$ cat src/rtl/compound_accumulator.sv
// compound_accumulator: running signed sum of 32-bit samples. Each accepted
// sample pushes one {x, y} message into a small FIFO, where x is the new sum
// and y flags signed overflow. The FIFO is drained through a blocking
// output port.
// Optional feature macro: COMPOUND_ACCUMULATOR_SAT_EN. When it is defined,
// the sum saturates on overflow; otherwise it wraps modulo 2^32.
// c_out packing: c_out[32:1] = x (signed), c_out[0] = y.
module compound_accumulator #(
  parameter int DEPTH = 4
) (
  input  logic        clk,
  input  logic        rst,
  input  logic [31:0] val_in,
  input  logic        val_in_sync,
  output logic        val_in_notify,
  output logic [32:0] c_out,
  input  logic        c_out_sync,
  output logic        c_out_notify,
  input  logic        clear
);

  localparam int PW = $clog2(DEPTH);
  localparam int CW = PW + 1;
  localparam logic [CW-1:0] FULL_COUNT = CW'(DEPTH);

  logic [31:0]   acc_q, acc_d;
  logic [CW-1:0] count_q, count_d;
  logic [PW-1:0] wr_ptr_q, wr_ptr_d;
  logic [PW-1:0] rd_ptr_q, rd_ptr_d;
  logic [32:0]   last_q, last_d;
  logic [32:0]   mem_q [DEPTH];
  logic [32:0]   mem_d [DEPTH];

  logic        accept;
  logic        deliver;
  logic [31:0] base;
  logic [32:0] sum;
  logic        ovf;
  logic [31:0] new_x;

  // Handshake flags depend only on the registered count, so no input
  // can reach an output combinationally.
  always_comb begin
    val_in_notify = (count_q != FULL_COUNT);
    c_out_notify  = (count_q != '0);
    c_out         = (count_q != '0) ? mem_q[rd_ptr_q] : last_q;
  end

  // Sum against zero when clear arrives with a sample; overflow is detected
  // by comparing the two top bits of the sign-extended 33-bit sum.
  always_comb begin
    accept  = val_in_sync && val_in_notify;
    deliver = c_out_sync && c_out_notify;
    base    = clear ? 32'd0 : acc_q;
    sum     = {base[31], base} + {val_in[31], val_in};
    ovf     = (sum[32] != sum[31]);
`ifdef COMPOUND_ACCUMULATOR_SAT_EN
    if (ovf) begin
      new_x = sum[32] ? 32'h8000_0000 : 32'h7FFF_FFFF;
    end else begin
      new_x = sum[31:0];
    end
`else
    new_x = sum[31:0];
`endif
  end

  // Next-state for accumulator, FIFO storage, pointers, count and the
  // last-delivered message that c_out shows while the FIFO is empty.
  always_comb begin
    acc_d    = acc_q;
    count_d  = count_q;
    wr_ptr_d = wr_ptr_q;
    rd_ptr_d = rd_ptr_q;
    last_d   = last_q;
    mem_d    = mem_q;
    if (accept) begin
      acc_d           = new_x;
      mem_d[wr_ptr_q] = {new_x, ovf};
      wr_ptr_d        = wr_ptr_q + PW'(1);
    end else if (clear) begin
      acc_d = 32'd0;
    end
    if (deliver) begin
      last_d   = mem_q[rd_ptr_q];
      rd_ptr_d = rd_ptr_q + PW'(1);
    end
    if (accept && !deliver) begin
      count_d = count_q + CW'(1);
    end else if (deliver && !accept) begin
      count_d = count_q - CW'(1);
    end
  end

  // State registers with asynchronous reset discarding all contents.
  always_ff @(posedge clk or posedge rst) begin
    if (rst) begin
      acc_q    <= '0;
      count_q  <= '0;
      wr_ptr_q <= '0;
      rd_ptr_q <= '0;
      last_q   <= '0;
      for (int i = 0; i < DEPTH; i++) begin
        mem_q[i] <= '0;
      end
    end else begin
      acc_q    <= acc_d;
      count_q  <= count_d;
      wr_ptr_q <= wr_ptr_d;
      rd_ptr_q <= rd_ptr_d;
      last_q   <= last_d;
      mem_q    <= mem_d;
    end
  end

endmodule

$ cat config.mk
export PLATFORM = sky130hd
export DESIGN_NAME = compound_accumulator
export DESIGN_NICKNAME = d
export VERILOG_FILES = /design/src/rtl/compound_accumulator.sv
export SDC_FILE = /design/constraint.sdc
export NUM_CORES = 1
export LEC_CHECK = 0
export CAP_MARGIN = 0
export CORE_MARGIN = 8
export CORE_UTILIZATION = 60
export DETAILED_ROUTE_END_ITERATION = 16
export PLACE_DENSITY = 0.77
export SYNTH_ARGS = -nofsm -noshare
export SYNTH_HDL_FRONTEND = slang
export SYNTH_SLANG_ARGS = --single-unit
$ cat constraint.sdc
create_clock -name clk -period 8.7 [get_ports clk]
set_clock_uncertainty 0.15 [all_clocks]
set_input_delay 0.87 -clock clk [delete_from_list [all_inputs] [get_ports clk]]
set_output_delay 0.87 -clock clk [all_outputs]
set_load 0.02 [all_outputs]
==> impl_metrics.py <==
metrics = {
    "route": {
        "drt_first_pass_iters": 5,
        "drc": 0,
        "route.vias.total": 7625,
        "drtIter0Drc": 628,
        "viasPerCell": 6.08,
        "wl_um": 25100,
        "ant_nets": 0,
        "wl_per_cell_um": 20.0,
    },
    "yosys": {
        "synth_mux_area_share_pct": 20.2,
        "postSynthAreaPerCell_um2": 11.2,
        "synthAdderAreaFrac_pct": 4.70,
        "synth_xor_area_share_pct": 2.69,
        "netlist_area_um2": 10700,
        "synthArstFlopShare_pct": 100,
        "synth_simple_gate_area_share_pct": 9.74,
        "synth_warnings": 0,
        "ys_ff_latch": 204,
        "synth_ff_type": "dfrtp_1",
        "synth_top_area_share_pct": 47.7,
        "ys_seq_area_share_pct": 47.7,
        "yosys.area.top_type": "dfrtp_1",
        "synth.area.top_cells": "dfrtp_1, mux2_2, mux4_2",
        "ys_types": 52,
        "synth_top_family_by_area": "multiplexers",
        "synthCells": 956,
        "synth_edf_count": 0,
        "syn_nets": 1032,
        "synth_compound_area_share_pct": 12.6,
    },
    "clocking": {
        "clk_path_buf_depth": 3,
        "numCtsBuffers": 22,
        "root_buffer": "clkbuf_16",
        "ctsResizeCount": 0,
        "post-cts-setup-buffer-count": 0,
        "cts_htree_levels": 1,
        "clk_latency_ns": 0.50,
        "cts_tree": "built",
        "clkSlewWorstSetupHoldPaths_ns": 0.06,
        "hold_buffers": 0,
        "clock-sinks": 204,
    },
    "die": {
        "dieArea_um2": 22400,
        "io_pins": 72,
        "die_h_um": 150,
        "die-width_um": 150,
        "start_util_pct": 60.4,
        "rows": 49,
        "core_um2": 17700,
    },
    "timing": {
        "worst_pin_slew_ns": 1.11,
        "fmax_ghz": 0.242,
        "final.setup.worst_slack_ns": 4.57,
        "fin_crit_ns": 4.13,
        "max_slew_margin_pct": 26.3,
        "setup_violations": 0,
        "rsz0062_at_grt": "no",
        "slew_viol_final": 0,
        "tns_ns": 0,
        "hold_viol_final": 0,
        "min_period_over_period_pct": 47.5,
    },
    "hold_path": {
        "min_to": "mem_q[7]",
        "hold_start": "mem_q[7]",
        "hp-class": "register to register",
        "hold_depth": 2,
    },
    "global_route": {
        "grt_pass1_wl_um": 41400,
        "antenna_found_initial": 0,
        "grt_overflow_total": 0,
        "grt_start_max_net_pins": 127,
        "grt_usage_pct": 22.9,
        "grt_pass1_vias": 7755,
    },
    "worst_setup_path": {
        "path_class": "register to output pin",
        "crit_path_max_incr_delay_ns": 1.09,
        "crit_slowest_cell": "dfrtp_2",
        "r2r-end": "count_q[2]",
        "reg2reg_from": "count_q[0]",
        "required_ns": 7.68,
        "startpoint_type": "register",
        "critPathMaxFanout": 35,
        "crit_chain": "mux4_2 > mux2_2 > clkdlybuf4s50_1",
        "end_kind": "output pin",
        "cp_data_arrival_time_ns": 3.11,
        "worst-r2r-setup-slack_ns": 5.34,
        "ff2ff_path_depth": 10,
    },
    "power_and_ir_drop": {
        "vdd_drop_max_v": 0.000345,
        "p_leak_nw": 5.41,
        "power_density_nw_per_um2": 415,
    },
    "cells_and_area": {
        "num_antenna_cells": 0,
        "nNetsFinal": 1086,
        "drive_above_1_share_pct": 20.6,
        "area_growth_pct": 15.3,
        "layout_common_cells": "dfrtp_1, nand2_1, mux2_2",
        "mostFrequentLayoutCell": "dfrtp_1",
    },
    "place": {
        "port_buffers": 71,
        "pre_cts_ws_ns": 4.36,
        "dp.final_hpwl_um": 16900,
        "place.gp.congestion": 0.953,
    },
    "run_status": {
        "status": "completed",
    },
    "job": {
        "cap_violations": 0,
    },
}
## stage by stage
stage | instance area [um2] | hold WS (ns) | utilization, % | power [mW] | std cells
after floorplan | 10700 | 0.293 | - | 3.35 | 956
after global placement | 11600 | 0.306 | 65.3 | 4.06 | 1215
after detailed placement | 11600 | 0.315 | 65.3 | 4.15 | 1215
after CTS | 12300 | 0.330 | 69.6 | 5.16 | 1255
after global routing | 12300 | 0.341 | 69.6 | 5.44 | 1255
final | 12300 | 0.327 | 69.6 | 5.12 | 1255
## layer usage
metal	wire (um)	global-route usage, %	vias to the layer above
li1	-	-	3558
met1	11500	32.6	3835
met2	11900	36.8	210
met3	1320	3.30	22
met4	296	5.00	0
met5	0	0	-
## registers in the layout, summed over array words and instances, names as in the netlist
name and flops:
last_q 33, mem_q 132, acc_q 32, count_q 3, rd_ptr_q 2, wr_ptr_q 2
## power breakdown
| part | leakage (nW) | internal (mW) | total (mW) | switching, mW |
|---|---|---|---|---|
| Combinational | 2.52 | 1.22 | 2.49 | 1.27 |
| Sequential | 2.52 | 1.41 | 1.66 | 0.251 |
| Clock | 0.372 | 0.608 | 0.973 | 0.365 |
## synthesized netlist by cell type, drive strengths merged, types with 4 or more instances
cell type	instances
a211oi	5
a21o	17
a21oi	42
a221oi	5
and3	5
buf	13
clkbuf	38
dfrtp	204
ha	37
inv	13
mux2	126
mux4	33
nand2	141
nand3	4
nand4	7
nor2	25
nor2b	34
nor3	8
o21a	4
o21ai	112
o21bai	4
o31ai	19
or3	4
xnor2	24
xor2	8
## layout make-up
| cell class | count | area [um2] |
|---|---|---|
| clock buffers | 35 | 661 |
| clock inverters | 5 | 100 |
| fillers | 1327 | 5380 |
| inverters | 13 | 56.3 |
| multi-input cells | 688 | 5340 |
| flip-flops and latches | 204 | 5110 |
| well taps | 229 | 287 |
| repair buffers | 81 | 786 |
## how the worst max path moves through the flow
stage,start,to,slack (ns),depth (start not counted)
after floorplan,rst,acc_q[0],2.11,1
after detailed placement,clear,mem_q[29],4.36,12
after CTS,rd_ptr_q[0],c_out[22],4.50,3
after global placement,clear,mem_q[128],4.42,12
final,rd_ptr_q[0],c_out[22],4.57,3
after global routing,rd_ptr_q[0],c_out[22],4.44,3
## cells by family after synthesis
| logic type | count (synthesis) |
|---|---|
| AND/OR/NAND/NOR | 234 |
| flip-flops | 204 |
| multiplexers | 159 |
| AO/OA/AOI/OAI | 224 |
| buffers and inverters | 64 |
| XOR/XNOR | 32 |
| adder cells (fa/ha/maj) | 39 |
## worst max-delay path: cells and delay by family (launching register included)
family / cells / cell delay (ns)
buf+inv: 1 / 0.55
flops: 1 / 1.09
mux: 2 / 0.95
No activity file was read; power rests on OpenSTA's default activity.
==> RTL edit (config.mk and constraints unchanged) <==
Add an input register stage for `val_in`, cleared by the reset; this delays it by one clock. The other inputs are not delayed to match.
--- a/src/rtl/compound_accumulator.sv
+++ b/src/rtl/compound_accumulator.sv
@@ -24,2 +24,12 @@
   localparam logic [CW-1:0] FULL_COUNT = CW'(DEPTH);
+
+  logic [31:0] val_q;
+
+  always_ff @(posedge clk or posedge rst) begin
+    if (rst) begin
+      val_q <= '0;
+    end else begin
+      val_q <= val_in;
+    end
+  end
 
@@ -54,3 +64,3 @@
     base    = clear ? 32'd0 : acc_q;
-    sum     = {base[31], base} + {val_in[31], val_in};
+    sum     = {base[31], base} + {val_q[31], val_q};
     ovf     = (sum[32] != sum[31]);
Check against the original RTL: not equivalent (a bounded check fails within 4 cycles, from zero or initial values and one cycle with rst high).
==> RTL edit against the unedited design <==
Synthesized area rose by 13%; count of clock-buffer cells in the layout rose by 3; hold slack worse by 2.0 ps; setup slack gained 39 ps; via count is 14% higher; utilization decreased by 0.69 points; final area grew 12%; sequential share of layout area up 1.5 points; clock power up 7%; sequential cell count up 32; power is 7.0% higher; combinational power grew 7%; routed wire length rose by 11%; critical path type is now in2reg; highest routed layer unchanged.
==> RTL edit: results (changes against the unedited design) <==
| Metric | Value |
|---|---|
| Status | `finished, final reports clean` |
| TritonCTS Buffers | `25 (+14%)` |
| Critical-path top delay cell | `clkdlybuf4s50_1` |
| CP top delay family | `compound AO/OA/AOI/OAI gates` |
| Diode count | `0 (unchanged)` |
| Max Clock Freq | `0.2445 GHz (+0.95%)` |
| Clk buf depth | `3 (unchanged)` |
| Peak VDD IR | `0.1912 mV (-45%)` |
| Synth cell count leaders | `dfrtp_1 (236), nand2_1 (185), mux2_2 (117), o21ai_0 (59), clkbuf_1 (58)` |
| All-Layer GR Usage | `22.99% (+0.037 points)` |
| Clk_lat worst skew | `520 ps (+20 ps)` |
| Vias in the first global route | `8652 (+12%)` |
| Leak Pwr | `6.061 nW (+12%)` |
| Synth unique cells | `55 (+5.8%)` |
| Pre-CTS setup slack | `4133 ps (-226.6 ps)` |
| Final HPWL from detailed placement | `18120 µm (+7.1%)` |
| FF-to-FF setup slack | `4890 ps (-450 ps)` |
| Drt wl/cell | `19.40 µm (-3.0%)` |
| GPL Wtd Cong | `0.9277 (-2.7%)` |
| Largest regs | `mem_q: 132 flops, last_q: 33 flops` |
| CP Max Fanout | `32 (-8.6%)` |
| Post-synthesis sequential area ratio | `48.88% (+1.2 points)` |
| Synth warn | `0 (unchanged)` |
| Iter 0 DRT Violations | `854 (+36%)` |
| Via density | `6.069 (-0.11%)` |
| Hold Path Origin | `mem_q[56]` |
| Area contributors post-synth | `dfrtp_1 (49%), mux2_2 (11%), mux4_2 (6.2%)` |
| Slew headroom | `27.32% (+1.0 points)` |
| Syn nets | `1181 (+14%)` |
| Largest net degree at the start of global routing | `94 (-26%)` |
| Crit path DAT | `4370 ps (+1260 ps)` |
==> RTL edit: cell count changes after synthesis, sizes merged, moves of 10 or more <==
cell    change
a211o      +11
clkbuf     +20
dfrtp      +32
nand2      +45
nand3      +24
nor2       +10
o211ai     +30
o21ai      -47
o31ai      -13
==> RTL edit: path summary, 6_finish.rpt <==
path	depth (start not counted)	endpoint
worst max register to register	9	mem_q[26]
worst max-delay path	12	mem_q[0]
min in group asynchronous	2	last_q[6]
worst min register to register	2	mem_q[56]
worst min-delay path	2	mem_q[56]
max in group asynchronous	3	val_q[21]
==> RTL edit: logic make-up (layout without fill, tap and decap cells) <==
group | count (synthesis) | after routing | share of synthesized area [%]
and+or+nand+nor | 337 | 337 | 12.57
xor gates and xnor gates | 28 | 28 | 2.030
adders and majority gates | 39 | 39 | 4.163
AOI/OAI and AO/OA | 226 | 226 | 12.44
DFF | 236 | 236 | 48.88
muxes | 150 | 150 | 17.06
buffers and inverters | 89 | 146 | 2.858
==> RTL edit: layout make-up <==
| class | count | area [µm²] |
|---|---|---|
| Multi-Input combinational cell | 780 | 5841 |
| Fill cell | 1486 | 6206 |
| Inverter | 18 | 75.07 |
| Clock buffer | 38 | 714.4 |
| Clock inverter | 7 | 92.59 |
| Timing Repair Buffer | 83 | 800.8 |
| Tap cell | 270 | 337.8 |
| Sequential cell | 236 | 5907 |
==> RTL edit: where the power goes <==
group | switching [mW] | total (mW) | internal (mW)
combinational | 1.42 | 2.66 | 1.24
sequential | 0.209 | 1.77 | 1.56
clock | 0.420 | 1.04 | 0.625
total | 2.05 | 5.48 | 3.43
==> RTL edit: metrics by stage <==
stage                     hold WS (ps)  utilization (%)  power, mW  cell area (µm²)  instances
final                            324.8            68.93      5.480            13770       1432
after floorplan                  290.6                -      3.601            12080       1105
after global routing             342.1            68.93      5.819            13770       1432
after detailed placement         308.3            64.89      4.431            12960       1387
after global placement           304.0            64.89      4.342            12960       1387
after CTS                        324.0            68.93      5.500            13770       1432
==> RTL edit: worst reg2reg max path: stages (launching register included) <==
cell and delay, ps:
dfrtp_1 430, nor2_1 120, nand2_1 140, nand2_1 110, buf_4 470, clkinv_1 710, nand2_2 940, nor2_1 110
a221oi_1 320, o211ai_1 160
==> RTL edit: per-layer routing <==
layer / GRT usage, % / routed length [µm] / share of wire, % / up-vias
li1: - / - / - / 4028
met2: 35.82 / 12810 / 46 / 309
met1: 32.84 / 12440 / 45 / 4312
met4: 5.984 / 445 / 1.6 / 0
met3: 4.013 / 2083 / 7.5 / 42
met5: 0 / 0 / 0 / -
